File: src/rtl/flyhigh_pkg.sv
// ============================================================================
// Module : flyhigh_pkg
// Brief  : Shared types and display constants for the flyhigh game blocks.
// Rev    : 1.0  initial release
// ============================================================================
`default_nettype none

package flyhigh_pkg;
    localparam int COORD_W  = 12;
    localparam int D_WIDTH  = 640;
    localparam int D_HEIGHT = 480;

    typedef enum logic [1:0] {
        ALIVE     = 2'd0,
        EXPLODING = 2'd1,
        RESPAWN   = 2'd2
    } enemy_state_t;
endpackage

`default_nettype wire

File: src/rtl/frame_timer.sv
// ============================================================================
// Module : frame_timer
// Brief  : 8-bit loadable frame down-counter; done when the count is zero.
// Rev    : 1.0  initial release
// ============================================================================
`default_nettype none

module frame_timer (
    input  logic       i_clk,
    input  logic       i_rst,
    input  logic       i_load,
    input  logic [7:0] i_load_val,
    input  logic       i_tick,
    output logic       o_done
);
    logic [7:0] r_count;

    always_ff @(posedge i_clk) begin
        if (i_rst) begin
            r_count <= 8'd0;
        end else if (i_load) begin
            r_count <= i_load_val;
        end else if (i_tick && (r_count != 8'd0)) begin
            r_count <= r_count - 8'd1;
        end
    end

    assign o_done = (r_count == 8'd0);
endmodule

`default_nettype wire

File: src/rtl/enemy_target.sv
// ============================================================================
// Module : enemy_target
// Brief  : Patrolling enemy sprite with bullet hit detection, explosion and
//          respawn intervals, and a saturating hit score.
// Rev    : 1.0  initial release
// ============================================================================
`default_nettype none

module enemy_target
    import flyhigh_pkg::*;
#(
    parameter int H_SIZE         = 20,
    parameter int IX             = 320,
    parameter int IY             = 60,
    parameter int D_WIDTH        = flyhigh_pkg::D_WIDTH,
    parameter int D_HEIGHT       = flyhigh_pkg::D_HEIGHT,
    parameter int SPEED          = 1,
    parameter int EXPLODE_FRAMES = 30,
    parameter int RESPAWN_FRAMES = 60
) (
    input  logic                i_clk,
    input  logic                i_rst,
    input  logic                i_ani_stb,
    input  logic                i_animate,
    input  logic                i_firing,
    input  logic [COORD_W-1:0]  i_bx1,
    input  logic [COORD_W-1:0]  i_bx2,
    input  logic [COORD_W-1:0]  i_by1,
    input  logic [COORD_W-1:0]  i_by2,
    output logic [COORD_W-1:0]  o_x1,
    output logic [COORD_W-1:0]  o_x2,
    output logic [COORD_W-1:0]  o_y1,
    output logic [COORD_W-1:0]  o_y2,
    output logic                o_visible,
    output logic                o_exploding,
    output logic                o_hit,
    output logic [7:0]          o_score
);
    localparam logic [COORD_W-1:0] c_HS     = COORD_W'(H_SIZE);
    localparam logic [COORD_W-1:0] c_SPEED  = COORD_W'(SPEED);
    localparam logic [COORD_W-1:0] c_X_INIT = COORD_W'(IX);
    localparam logic [COORD_W-1:0] c_X_MIN  = COORD_W'(H_SIZE);
    localparam logic [COORD_W-1:0] c_X_MAX  = COORD_W'(D_WIDTH - 1 - H_SIZE);
    // Keep the sprite fully on screen vertically even if IY is set too low.
    localparam logic [COORD_W-1:0] c_Y =
        COORD_W'((IY + H_SIZE > D_HEIGHT - 1) ? (D_HEIGHT - 1 - H_SIZE) : IY);
    localparam logic [7:0] c_EXP_LOAD = 8'(EXPLODE_FRAMES - 1);
    localparam logic [7:0] c_RSP_LOAD = 8'(RESPAWN_FRAMES - 1);

    enemy_state_t       r_state, w_state_nxt;
    logic [COORD_W-1:0] r_x, w_x_nxt;
    logic               r_dir, w_dir_nxt;
    logic               r_hit, w_hit_nxt;
    logic [7:0]         r_score, w_score_nxt;
    logic               w_load;
    logic [7:0]         w_load_val;
    logic               w_done;
    logic               w_tick;
    logic               w_overlap;

    assign w_tick = i_ani_stb & i_animate & ~i_rst;

    assign o_x1 = r_x - c_HS;
    assign o_x2 = r_x + c_HS;
    assign o_y1 = c_Y - c_HS;
    assign o_y2 = c_Y + c_HS;

    assign w_overlap = i_firing & (i_bx1 <= o_x2) & (i_bx2 >= o_x1) &
                       (i_by1 <= o_y2) & (i_by2 >= o_y1);

    frame_timer u_frame_timer (
        .i_clk      (i_clk),
        .i_rst      (i_rst),
        .i_load     (w_load),
        .i_load_val (w_load_val),
        .i_tick     (w_tick),
        .o_done     (w_done)
    );

    always_ff @(posedge i_clk) begin
        if (i_rst) begin
            r_state <= ALIVE;
            r_x     <= c_X_INIT;
            r_dir   <= 1'b1;
            r_hit   <= 1'b0;
            r_score <= 8'd0;
        end else begin
            r_state <= w_state_nxt;
            r_x     <= w_x_nxt;
            r_dir   <= w_dir_nxt;
            r_hit   <= w_hit_nxt;
            r_score <= w_score_nxt;
        end
    end

    always_comb begin
        w_state_nxt = r_state;
        w_x_nxt     = r_x;
        w_dir_nxt   = r_dir;
        w_hit_nxt   = 1'b0;
        w_score_nxt = r_score;
        w_load      = 1'b0;
        w_load_val  = c_EXP_LOAD;
        if (w_tick) begin
            case (r_state)
                ALIVE: begin
                    if (w_overlap) begin
                        w_state_nxt = EXPLODING;
                        w_load      = 1'b1;
                        w_load_val  = c_EXP_LOAD;
                        w_hit_nxt   = 1'b1;
                        w_score_nxt = (r_score == 8'hFF) ? r_score : r_score + 8'd1;
                    end else if (r_dir) begin
                        // Widened by one bit so the wall test cannot wrap.
                        if (({1'b0, r_x} + {1'b0, c_SPEED}) > {1'b0, c_X_MAX}) begin
                            w_x_nxt   = c_X_MAX;
                            w_dir_nxt = 1'b0;
                        end else begin
                            w_x_nxt = r_x + c_SPEED;
                        end
                    end else begin
                        if (r_x < (c_X_MIN + c_SPEED)) begin
                            w_x_nxt   = c_X_MIN;
                            w_dir_nxt = 1'b1;
                        end else begin
                            w_x_nxt = r_x - c_SPEED;
                        end
                    end
                end
                EXPLODING: begin
                    if (w_done) begin
                        w_state_nxt = RESPAWN;
                        w_load      = 1'b1;
                        w_load_val  = c_RSP_LOAD;
                    end
                end
                RESPAWN: begin
                    if (w_done) begin
                        w_state_nxt = ALIVE;
                        w_x_nxt     = c_X_INIT;
                        w_dir_nxt   = 1'b1;
                    end
                end
                default: w_state_nxt = ALIVE;
            endcase
        end
    end

    assign o_visible   = (r_state == ALIVE);
    assign o_exploding = (r_state == EXPLODING);
    assign o_hit       = r_hit;
    assign o_score     = r_score;
endmodule

`default_nettype wire
File: config.mk
export PLATFORM = sky130hd
export DESIGN_NAME = enemy_target
export DESIGN_NICKNAME = d
export VERILOG_FILES = /design/src/rtl/flyhigh_pkg.sv /design/src/rtl/frame_timer.sv /design/src/rtl/enemy_target.sv
export SDC_FILE = /design/constraint.sdc
export NUM_CORES = 1
export LEC_CHECK = 0
export ABC_AREA = 1
export BUFFER_PORTS_ARGS = -buffer_cell sky130_fd_sc_hd__buf_2
export CORE_MARGIN = 2
export CORE_UTILIZATION = 55
export CTS_CLUSTER_SIZE = 12
export DETAILED_ROUTE_END_ITERATION = 6
export GPL_ROUTABILITY_DRIVEN = 1
export PLACE_DENSITY = 0.84
export SLEW_MARGIN = 15
export SYNTH_ARGS = -nofsm -noshare
export SYNTH_HDL_FRONTEND = slang
export SYNTH_HIERARCHICAL = 1
export SYNTH_SLANG_ARGS = --single-unit
File: constraint.sdc
create_clock -name i_clk -period 8.9 [get_ports i_clk]
set_input_delay 1.78 -clock i_clk [delete_from_list [all_inputs] [get_ports i_clk]]
set_output_delay 1.78 -clock i_clk [all_outputs]
set_load 0.03 [all_outputs]
==> impl_metrics.py <==
metrics = {
    "layout": {
        "diodes": 0,
        "multi_input_area_um2": 2540,
        "syn_to_final_growth_pct": 10.7,
        "layout_commonest_cell": "nand2_1",
        "fillers": 557,
        "seqCellArea_um2": 641,
        "final_cell_mix": "nand2_1, buf_2, inv_1, nor2_1, nand3_1",
        "fin_area_um2": 4080,
        "layout-drive-gt1-share_pct": 20.5,
        "nNetsFinal": 741,
    },
    "grt": {
        "grt_use_total_pct": 23.8,
        "grt_pass1_vias": 3489,
        "grt_max_degree": 23,
        "antenna_found_initial": 0,
        "gr-total-overflow": 0,
        "grt_pass1_wl_um": 14700,
    },
    "floorplan": {
        "initial_core_util_pct": 57.4,
        "die_width_um": 85.9,
        "core.rowCount": 29,
        "io_pins": 112,
        "die_h_um": 85.9,
        "dieArea_um2": 7380,
        "core_area_um2": 6420,
    },
    "timing": {
        "layout_setup_ws_ps": 4110,
        "relSlewSlack_pct": 28.5,
        "period_needed_ps": 4790,
        "tns_ps": 0,
        "worst_slew_pin_slew_ps": 1060,
        "rsz0062_at_grt": "no",
        "finalHoldViolations": 0,
        "finalSetupViolations": 0,
        "fmax_ghz": 0.209,
        "fin_crit_sh_pct": 53.8,
        "whs_ps": 496,
        "final.setup_skew_ps": 5.16,
        "slew_violations": 0,
    },
    "placement": {
        "io_buffer_count": 84,
        "place_ws_ps": 4060,
        "placed_area_um2": 4000,
        "dp_hpwl_um": 6940,
        "place_congestion": 0.916,
    },
    "critical_path": {
        "slowest_delay_ps": 870,
        "cp_max_fo": 10,
        "worstSetupPathType": "reg -> reg",
        "r2r_slack_ps": 4110,
        "setup.worst_path.start_class": "flip-flop",
        "critPathArrivalTime_ps": 4950,
        "crit_slowest_cell": "o21ai_0",
        "cp_cell_sequence": "inv_1 -> o21ai_0 -> nand3_1 -> inv_1 -> nand2_1 -> xor2_1 -> inv_1 -> ha_1 -> nand2_1 -> nor3_1 -> nand4_1 -> nand2_1 -> nand3_1 -> o21ai_0 -> inv_2 -> nand3_1 -> nor2_1 -> nor2_1 -> nor2_1",
        "critPathCaptureType": "flip-flop",
        "crit_required_ps": 9060,
        "ff2ff_path_depth": 19,
    },
    "routing": {
        "via_per_inst": 5.25,
        "detail-route-antenna-nets": 0,
        "num_vias": 3837,
        "wl_per_cell_um": 11.7,
        "routed_wl_um": 8530,
        "drt_iter0_drc": 282,
        "drc": 0,
        "drt-pass1-iter-count": 7,
    },
    "synth": {
        "ys_ff_latch": 32,
        "ys_seq_area_share_pct": 17.4,
        "async_flop_share_pct": 0,
        "synth_ff_type": "dfxtp_1",
        "yosysUniqueCellTypes": 40,
        "synth_edf_count": 0,
        "yosysWarningCount": 6,
        "synth_area_um2": 3690,
        "synthCells": 577,
        "syn-mean-instance-area_um2": 6.39,
    },
    "clock_tree": {
        "htreeDepth": 2,
        "clock_latency_ps": 280,
        "clockBufferDepth": 2,
        "cts_buffers": 5,
        "hold_buffers": 0,
        "cts_tree": "built",
        "post-cts-setup-buffers": 0,
        "clk_pin_slew_ps": 70,
        "cts_num_sinks": 32,
        "cts_root_buf": "clkbuf_8",
        "cts-resized-gates": 0,
    },
    "min_path": {
        "hp-class": "reg -> reg",
        "hold_depth": 2,
    },
    "power": {
        "power.leakage_nw": 2.19,
        "power.total_mw": 0.408,
        "ir_drop_mv": 0.0748,
        "power_density_nw_per_um2": 99.9,
    },
    "job": {
        "cap_violations": 0,
    },
    "status": {
        "status": "finished, final reports clean",
    },
}
[area by class of cell]
cell class	instances	area share, %
clock buffer	6	1.78
clock inverter	1	0.123
inverter	79	7.39
multi-input combinational	452	62.4
sequential	32	15.7
tap	77	2.36
timing repair buffer	84	10.3
[stage by stage]
stage          cells  util, %
4_1_cts          731     63.5
3_5_place_dp     724     62.3
2_1_floorplan    604        -
3_3_place_gp     724     62.3
6_report         731     63.5
5_1_grt          731     63.5
[registers in the layout, indices dropped and copies added (netlist names)]
register and cells:
o_hit 1, o_score 8, r_dir 1, r_state 2, r_x 12, u_frame_timer/r_count 8
[final timing paths]
| kind | startpoint | to |
|---|---|---|
| max | r_x[2] | u_frame_timer/r_count[7] |
| min | u_frame_timer/r_count[0] | u_frame_timer/r_count[0] |
| max reg2reg | r_x[2] | u_frame_timer/r_count[7] |
| min reg2reg | u_frame_timer/r_count[0] | u_frame_timer/r_count[0] |
[synthesized netlist by cell type (5+ instances only)]
library cell / instances / share of area (%)
nand2_2: 5 / 0.85
dfxtp_1: 32 / 17
buf_4: 35 / 7.1
a21oi_1: 38 / 5.2
o21ai_1: 6 / 0.81
nand2_1: 140 / 14
nor2_1: 49 / 5.0
nand4_1: 18 / 3.1
inv_2: 11 / 1.1
inv_1: 63 / 6.4
xnor2_1: 5 / 1.2
ha_1: 34 / 12
xor2_1: 23 / 5.5
nor3_1: 7 / 0.95
o21ai_0: 15 / 2.0
nor2_4: 5 / 1.5
nand3_1: 48 / 6.5
[routing by layer]
metal / GRT usage, % / share of wire, % / vias up
met3: 3.85 / 7.8 / 11
met5: 0 / 0 / -
met1: 30.2 / 43 / 1710
met2: 42.1 / 48 / 164
met4: 5.92 / 1.0 / 0
li1: - / - / 1952
[logic make-up after synthesis]
logic type,Yosys count,synth area share (%)
fa+ha+maj,34,11.5
flops,32,17.4
simple gates,293,37.7
other cells,2,0.204
compound gates,67,9.74
xor+xnor,29,7.09
buf+inv,120,16.4
[where the power goes]
group / switching (mW) / leakage, nW / internal [mW]
logic: 0.0955 / 1.89 / 0.0498
clock network: 0.0523 / 0.0410 / 0.0531
registers: 0.00881 / 0.259 / 0.148
[critical path: cells and delay by family (launching register included)]
family	cells	cell delay, ps
buffers and inverters	4	680
AND/OR/NAND/NOR	11	1670
adder cells (fa/ha/maj)	1	290
AO/OA/AOI/OAI	2	1290
flip-flops	1	580
XOR/XNOR	1	170
(Power assumes the default switching activity.)
